===== config.mk =====
export PLATFORM = sky130hd
export DESIGN_NAME = irq_controller_flat
export DESIGN_NICKNAME = d
export VERILOG_FILES = /design/src/rtl/irq_controller_if.sv /design/src/rtl/irq_controller.sv /design/src/flat_wrapper.sv
export SDC_FILE = /design/constraint.sdc
export NUM_CORES = 1
export LEC_CHECK = 0
export BUFFER_PORTS_ARGS = -buffer_cell sky130_fd_sc_hd__buf_4
export CORE_ASPECT_RATIO = 1.25
export CORE_UTILIZATION = 32
export CTS_CLUSTER_DIAMETER = 200
export DETAILED_ROUTE_END_ITERATION = 8
export PLACE_DENSITY_LB_ADDON = 0.2
export SYNTH_ARGS = -nofsm -noshare
export SYNTH_HDL_FRONTEND = slang
export SYNTH_SLANG_ARGS = --single-unit

===== constraint.sdc =====
create_clock -name clk_i -period 2 [get_ports clk_i]
set_clock_uncertainty 0.2 [all_clocks]
set_input_delay 0.2 -clock clk_i [delete_from_list [all_inputs] [get_ports clk_i]]
set_output_delay 0.2 -clock clk_i [all_outputs]
set_load 0.03 [all_outputs]

===== src/rtl/irq_controller_if.sv =====
// Trap-request bundle between peripherals/CSR controller and the interrupt controller.
// Pure wiring, no latency.
// No backpressure; stall is carried as an ordinary input.
interface irq_controller_if #(
  parameter int N_IRQ = 16
);
  logic [N_IRQ-1:0] irq_req_i;
  logic [31:0]      mie_i;
  logic             exception_i;
  logic             stall_i;
  logic             mret_i;
  logic             irq_o;
  logic [31:0]      irq_cause_o;
  logic [N_IRQ-1:0] irq_ret_o;

  // Controller side: consumes requests and core status, produces the trap strobe.
  modport slave (
    input  irq_req_i, mie_i, exception_i, stall_i, mret_i,
    output irq_o, irq_cause_o, irq_ret_o
  );

  // Core/peripheral side: drives requests and status, observes the trap.
  modport master (
    output irq_req_i, mie_i, exception_i, stall_i, mret_i,
    input  irq_o, irq_cause_o, irq_ret_o
  );
endinterface


===== src/rtl/irq_controller.sv =====
// Fixed-priority interrupt arbiter issuing trap strobe/mcause and a one-cycle ack after MRET.
// Latency: request to irq_o is combinational (0 cycles) from IDLE; ack one cycle after MRET.
// Backpressure: stall_i defers the trap; handler occupancy holds off new requests until ACK.
module irq_controller #(
  parameter int N_IRQ = 16
) (
  input logic             clk_i,
  input logic             rst_i,
  irq_controller_if.slave bus
);

  localparam int          IDX_W    = (N_IRQ > 1) ? $clog2(N_IRQ) : 1;
  localparam logic [31:0] MIE_USED = ((32'd1 << N_IRQ) - 32'd1) << 16;

  typedef enum logic [1:0] {
    IDLE,
    IRQ_BUSY,
    EXC_BUSY,
    ACK
  } state_t;

  state_t             state_q, state_d;
  logic [IDX_W-1:0]   idx_q, idx_d;
  logic [N_IRQ-1:0]   pending;
  logic [IDX_W-1:0]   win_idx;
  logic               irq_d;
  logic [31:0]        cause_d;
  logic [N_IRQ-1:0]   ret_d;
  logic               unused_mie;

  // mcause for line idx: interrupt bit plus local-interrupt code 16+idx.
  function automatic logic [31:0] cause_of(input logic [IDX_W-1:0] idx);
    return 32'h8000_0000 | (32'd16 + 32'(idx));
  endfunction

  // MIE bits outside the local-interrupt window have no meaning here.
  assign unused_mie = ^(bus.mie_i & ~MIE_USED);
  assign pending    = bus.irq_req_i & bus.mie_i[16 +: N_IRQ];

  // Fixed priority: scan high to low so the lowest pending index wins.
  always_comb begin
    win_idx = '0;
    for (int i = N_IRQ - 1; i >= 0; i--) begin
      if (pending[i]) win_idx = IDX_W'(i);
    end
  end

  // State and serviced-line register; reset drops any handler in flight without an ack.
  always_ff @(posedge clk_i or posedge rst_i) begin
    if (rst_i) begin
      state_q <= IDLE;
      idx_q   <= '0;
    end else begin
      state_q <= state_d;
      idx_q   <= idx_d;
    end
  end

  // Next-state and outputs; exception wins over interrupts, outputs forced low in reset.
  always_comb begin
    state_d = state_q;
    idx_d   = idx_q;
    irq_d   = 1'b0;
    cause_d = '0;
    ret_d   = '0;
    case (state_q)
      IDLE: begin
        if (bus.exception_i) begin
          state_d = EXC_BUSY;
        end else if (|pending && !bus.stall_i) begin
          irq_d   = 1'b1;
          cause_d = cause_of(win_idx);
          idx_d   = win_idx;
          state_d = IRQ_BUSY;
        end
      end
      IRQ_BUSY: begin
        cause_d = cause_of(idx_q);
        if (bus.mret_i) state_d = ACK;
      end
      ACK: begin
        cause_d = cause_of(idx_q);
        ret_d   = N_IRQ'(1) << idx_q;
        state_d = IDLE;
      end
      EXC_BUSY: begin
        if (bus.mret_i) state_d = IDLE;
      end
      default: state_d = IDLE;
    endcase
    if (rst_i) begin
      irq_d   = 1'b0;
      cause_d = '0;
      ret_d   = '0;
    end
  end

  assign bus.irq_o       = irq_d;
  assign bus.irq_cause_o = cause_d;
  assign bus.irq_ret_o   = ret_d;

endmodule

===== src/flat_wrapper.sv =====
// flat-port wrapper written by rule: the top's interface ports become plain ports
module irq_controller_flat 
#(
  parameter int N_IRQ = 16
)
  (clk_i, rst_i, bus_irq_req_i, bus_mie_i, bus_exception_i, bus_stall_i, bus_mret_i, bus_irq_o, bus_irq_cause_o, bus_irq_ret_o);
  irq_controller_if #(.N_IRQ(N_IRQ)) bus_i ();
  input logic clk_i;
  input logic rst_i;
  input wire logic [$bits(bus_i.irq_req_i)-1:0] bus_irq_req_i;
  input wire logic [$bits(bus_i.mie_i)-1:0] bus_mie_i;
  input wire logic [$bits(bus_i.exception_i)-1:0] bus_exception_i;
  input wire logic [$bits(bus_i.stall_i)-1:0] bus_stall_i;
  input wire logic [$bits(bus_i.mret_i)-1:0] bus_mret_i;
  output wire logic [$bits(bus_i.irq_o)-1:0] bus_irq_o;
  output wire logic [$bits(bus_i.irq_cause_o)-1:0] bus_irq_cause_o;
  output wire logic [$bits(bus_i.irq_ret_o)-1:0] bus_irq_ret_o;
  assign bus_i.irq_req_i = bus_irq_req_i;
  assign bus_i.mie_i = bus_mie_i;
  assign bus_i.exception_i = bus_exception_i;
  assign bus_i.stall_i = bus_stall_i;
  assign bus_i.mret_i = bus_mret_i;
  assign bus_irq_o = bus_i.irq_o;
  assign bus_irq_cause_o = bus_i.irq_cause_o;
  assign bus_irq_ret_o = bus_i.irq_ret_o;
  irq_controller #(.N_IRQ(N_IRQ)) u_core (.clk_i(clk_i), .rst_i(rst_i), .bus(bus_i));
endmodule

==> run_summary.xml <==
<?xml version="1.0" encoding="UTF-8"?>
<metrics>
  <group name="setup_path">
    <metric name="worst-setup-path-type" unit="">reg2out</metric>
    <metric name="timing.reg2reg.worst_path_depth" unit="">5</metric>
    <metric name="critical_path_buf_inv_count" unit="">2</metric>
    <metric name="path_max_fanout" unit="">4</metric>
    <metric name="regToRegEndpoint" unit="">u_core.idx_q[0]</metric>
    <metric name="crit_arrival" unit="ns">1.88</metric>
    <metric name="rr_startpoint" unit="">u_core.state_q[1]</metric>
    <metric name="crit_slowest_cell" unit="">sky130_fd_sc_hd__or4_4</metric>
    <metric name="critPathMaxStageDelay" unit="ns">0.51</metric>
    <metric name="worstSetupStartpointType" unit="">flip-flop</metric>
    <metric name="cp_top_family" unit="">simple AND/OR/NAND/NOR gates</metric>
    <metric name="cpMostUsedCell" unit="">sky130_fd_sc_hd__buf_6</metric>
    <metric name="worstPathCellList" unit="">or4_4 -&gt; nor2_4 -&gt; buf_6 -&gt; o211ai_1 -&gt; o31ai_4 -&gt; buf_6</metric>
    <metric name="r2r_setup_slack" unit="ns">0.24</metric>
    <metric name="required" unit="ns">1.60</metric>
    <metric name="timing.critical_path.to_type" unit="">primary output</metric>
  </group>
  <group name="sta">
    <metric name="fmaxAchievable" unit="MHz">439</metric>
    <metric name="setup_violations" unit="">7</metric>
    <metric name="final.setup.tns" unit="ns">-1.09</metric>
    <metric name="maxSlewViolCount" unit="">0</metric>
    <metric name="fin_crit_sh" unit="%">114</metric>
    <metric name="period_minus_slack" unit="ns">2.28</metric>
    <metric name="post-route-worst-setup-slack" unit="ns">-0.277</metric>
    <metric name="report.final.hold_viol_count" unit="">0</metric>
    <metric name="grt_setup_unrepaired" unit="">true</metric>
  </group>
  <group name="grt">
    <metric name="gr-usage-all-layers" unit="%">19.8</metric>
    <metric name="grt_pass1_vias" unit="">1216</metric>
    <metric name="grt_first_pass_wirelength" unit="µm">5040</metric>
    <metric name="globalRouteOverflowTotal" unit="">0</metric>
    <metric name="grt_max_degree" unit="">10</metric>
    <metric name="grt_antenna_before_repair" unit="">0</metric>
  </group>
  <group name="floorplan">
    <metric name="dieWidth" unit="µm">51.5</metric>
    <metric name="die_h" unit="µm">63.9</metric>
    <metric name="full_die_area" unit="µm²">3290</metric>
    <metric name="floorplan.initialDensity" unit="%">33.6</metric>
    <metric name="floorplan.core_area" unit="µm²">2920</metric>
    <metric name="io-pin-count" unit="">102</metric>
    <metric name="rows" unit="">22</metric>
  </group>
  <group name="power">
    <metric name="cell_internal_pwr" unit="mW">0.525</metric>
    <metric name="worst_ir_drop_vdd" unit="V">0.000306</metric>
    <metric name="net-switching-power" unit="mW">0.504</metric>
    <metric name="power.leakage" unit="nW">0.831</metric>
    <metric name="power_per_cell_area" unit="nW/µm²">604</metric>
    <metric name="combinationalPowerShare" unit="%">65.1</metric>
    <metric name="switching_share" unit="%">48.9</metric>
    <metric name="seq_power_share" unit="%">24.0</metric>
    <metric name="p_clk_share" unit="%">10.9</metric>
  </group>
  <group name="yosys">
    <metric name="area_contributors_post_synth" unit="">sky130_fd_sc_hd__buf_4 21%, sky130_fd_sc_hd__dfrtp_1 15%, sky130_fd_sc_hd__nand2_1 8.0%, sky130_fd_sc_hd__nor2_1 6.1%, sky130_fd_sc_hd__a22o_1 4.5%</metric>
    <metric name="asyncSetResetFlopFracSynth" unit="%">100</metric>
    <metric name="synth.top_cell.area_share" unit="%">20.7</metric>
    <metric name="synthCells" unit="">143</metric>
    <metric name="syn_area_per_cell" unit="µm²">6.85</metric>
    <metric name="number_of_synthesized_flops_with_an_enable_pin" unit="">0</metric>
    <metric name="syn-cell-area" unit="µm²">980</metric>
    <metric name="yosys.area.top_type" unit="">sky130_fd_sc_hd__buf_4</metric>
    <metric name="synth-warning-count" unit="">0</metric>
    <metric name="ys.flop_type" unit="">sky130_fd_sc_hd__dfrtp_1</metric>
    <metric name="ys_seq_elements" unit="">6</metric>
    <metric name="sequential_share_of_the_synthesized_area" unit="%">15.3</metric>
    <metric name="yosys.cell_types.count" unit="">38</metric>
  </group>
  <group name="cts">
    <metric name="tritoncts" unit="">yes</metric>
    <metric name="cts_made_buffers" unit="">3</metric>
    <metric name="clk_path_buf_depth" unit="">2</metric>
    <metric name="cts_num_sinks" unit="">6</metric>
    <metric name="htree_levels" unit="">1</metric>
    <metric name="clk_pin_slew_worst_paths" unit="ns">0.05</metric>
    <metric name="clk-insertion-delay-late" unit="ns">0.25</metric>
    <metric name="cts.root.buffer_cell" unit="">sky130_fd_sc_hd__clkbuf_4</metric>
  </group>
  <group name="detailed_routing">
    <metric name="drc" unit="">0</metric>
    <metric name="routed_wire_length_per_instance" unit="µm">11.7</metric>
    <metric name="dr.first_iter.drc_count" unit="">32</metric>
    <metric name="vias" unit="">1330</metric>
    <metric name="detail_route.first_pass.iterations" unit="">4</metric>
    <metric name="detail-route-antenna-nets" unit="">0</metric>
    <metric name="drt-vias-per-instance" unit="">5.04</metric>
    <metric name="wirelength" unit="µm">3090</metric>
  </group>
  <group name="status">
    <metric name="violations_in_the_final_reports" unit="">negative setup slack</metric>
    <metric name="result_of_the_run" unit="">finished, violations left</metric>
  </group>
  <group name="cells_and_area">
    <metric name="finalNonFillerCells" unit="">264</metric>
    <metric name="final_nets" unit="">283</metric>
    <metric name="n_antenna_cell" unit="">0</metric>
    <metric name="multiInputGateArea" unit="µm²">763</metric>
    <metric name="final.fill_count" unit="">279</metric>
    <metric name="layout-drive-gt1-share" unit="%">44.7</metric>
    <metric name="synth_to_layout_area_growth" unit="%">73.9</metric>
    <metric name="ff_latch_area" unit="µm²">150</metric>
    <metric name="fin_area" unit="µm²">1700</metric>
  </group>
  <group name="place">
    <metric name="detailed_place_hpwl" unit="µm">2510</metric>
    <metric name="placement.cell_area" unit="µm²">1580</metric>
    <metric name="numPlacedInstances" unit="">256</metric>
    <metric name="gp_congestion" unit="">0.804</metric>
    <metric name="numPortBuffers" unit="">59</metric>
  </group>
  <group name="worst_hold_path">
    <metric name="timing.hold.worst_path_depth" unit="">3</metric>
    <metric name="hold_path_class" unit="">in2reg</metric>
    <metric name="worstHoldEndpoint" unit="">u_core.state_q[1]</metric>
    <metric name="hold_start" unit="">bus_mret_i</metric>
  </group>
  <group name="run">
    <metric name="max-cap-violations" unit="">0</metric>
  </group>
</metrics>
## layer usage
layer / up-vias / share of wire, % / wire, µm / track usage [%]
li1: 641 / - / - / -
met1: 616 / 35 / 1090 / 20.9
met2: 69 / 58 / 1780 / 37.8
met3: 4 / 6.0 / 186 / 1.43
met4: 0 / 1.0 / 31 / 9.12
met5: - / 0 / 0 / 0
## power groups by stage
stage | clock, mW | combinational, mW | sequential [mW]
final | 0.112 | 0.669 | 0.247
after global routing | 0.122 | 0.721 | 0.258
after CTS | 0.117 | 0.650 | 0.238
after detailed placement | 0 | 0.617 | 0.238
after global placement | 0 | 0.606 | 0.231
after floorplan | 0 | 0.455 | 0.220
## timing repair
action,4_1_cts,5_1_grt
endpoints found under the setup margin,7,9
hold buffers,1,0
hold endpoints to repair,6,0
gates resized for setup,11,4
buffers inserted,4,1
pin swaps,7,3
## placed cells by master (no fill, tap or decap), types with 3 or more instances in the layout
cell type,count
sky130_fd_sc_hd__a21oi_1,5
sky130_fd_sc_hd__a22o_1,5
sky130_fd_sc_hd__a22oi_1,5
sky130_fd_sc_hd__and2_1,3
sky130_fd_sc_hd__buf_4,74
sky130_fd_sc_hd__buf_6,12
sky130_fd_sc_hd__clkbuf_4,3
sky130_fd_sc_hd__conb_1,26
sky130_fd_sc_hd__dfrtp_1,6
sky130_fd_sc_hd__inv_1,4
sky130_fd_sc_hd__nand2_1,21
sky130_fd_sc_hd__nand3_1,3
sky130_fd_sc_hd__nor2_1,15
sky130_fd_sc_hd__nor3_1,3
sky130_fd_sc_hd__o2111ai_1,3
sky130_fd_sc_hd__o211ai_1,4
sky130_fd_sc_hd__o21ai_1,3
## worst max path at each step
stage / from / to / depth (start not counted)
after floorplan: u_core.state_q[1] / bus_irq_cause_o[1] / 4
after global placement: bus_irq_req_i[14] / bus_irq_cause_o[1] / 7
after detailed placement: bus_irq_req_i[14] / bus_irq_cause_o[1] / 7
after CTS: u_core.state_q[1] / bus_irq_cause_o[0] / 6
after global routing: u_core.state_q[1] / bus_irq_cause_o[0] / 6
final: u_core.state_q[1] / bus_irq_cause_o[0] / 6
## cell usage after synthesis (2+ instances only)
cell                        number
sky130_fd_sc_hd__nor3_1          4
sky130_fd_sc_hd__and3_1          2
sky130_fd_sc_hd__a21boi_0        2
sky130_fd_sc_hd__buf_4          27
sky130_fd_sc_hd__o211ai_1        4
sky130_fd_sc_hd__inv_2           2
sky130_fd_sc_hd__a22oi_1         5
sky130_fd_sc_hd__inv_1           4
sky130_fd_sc_hd__dfrtp_1         6
sky130_fd_sc_hd__o32ai_1         2
sky130_fd_sc_hd__nand2_1        21
sky130_fd_sc_hd__o21ai_1         3
sky130_fd_sc_hd__nand3_1         3
sky130_fd_sc_hd__o31ai_1         2
sky130_fd_sc_hd__o31a_1          2
sky130_fd_sc_hd__a22o_1          5
sky130_fd_sc_hd__a21oi_1         8
sky130_fd_sc_hd__o21ai_0         2
sky130_fd_sc_hd__o2111ai_1       3
sky130_fd_sc_hd__nor2_1         16
sky130_fd_sc_hd__and2_1          3
## worst min-delay path: stages
cell and delay (ns):
sky130_fd_sc_hd__buf_4 0.08, sky130_fd_sc_hd__mux2i_1 0.06, sky130_fd_sc_hd__o31a_1 0.10
## cell families after synthesis
kind of cell,after synthesis,synth area share (%)
buffers and inverters,36,25.0
AND/OR/NAND/NOR,55,25.5
multiplexers,1,1.02
other,1,0.383
AO/OA/AOI/OAI,44,32.7
flip-flops,6,15.3
## per-stage QoR
step	power [mW]	hold WS, ns	utilization (%)	worst slack [ns]
floorplan	0.675	-0.232	-	-0.0864
global placement	0.837	-0.0272	54.0	-0.121
detailed placement	0.856	-0.0188	54.0	-0.108
CTS	1.00	0.0288	57.7	-0.293
global route	1.10	0.0447	58.4	-0.344
finish	1.03	0.0325	58.4	-0.277
## sequential cells by signal (all words and copies together) (netlist names)
| signal | flops |
|---|---|
| u_core.state_q | 2 |
| u_core.idx_q | 4 |
## layout make-up
cell class                      count  area share, %
Timing Repair Buffer               87           41.1
Multi-Input combinational cell    126           44.8
Inverter                            6           1.32
Tap cell                           36           2.64
Sequential cell                     6           8.81
Clock buffer                        3           1.32
Power figures use the tool's default switching activity.
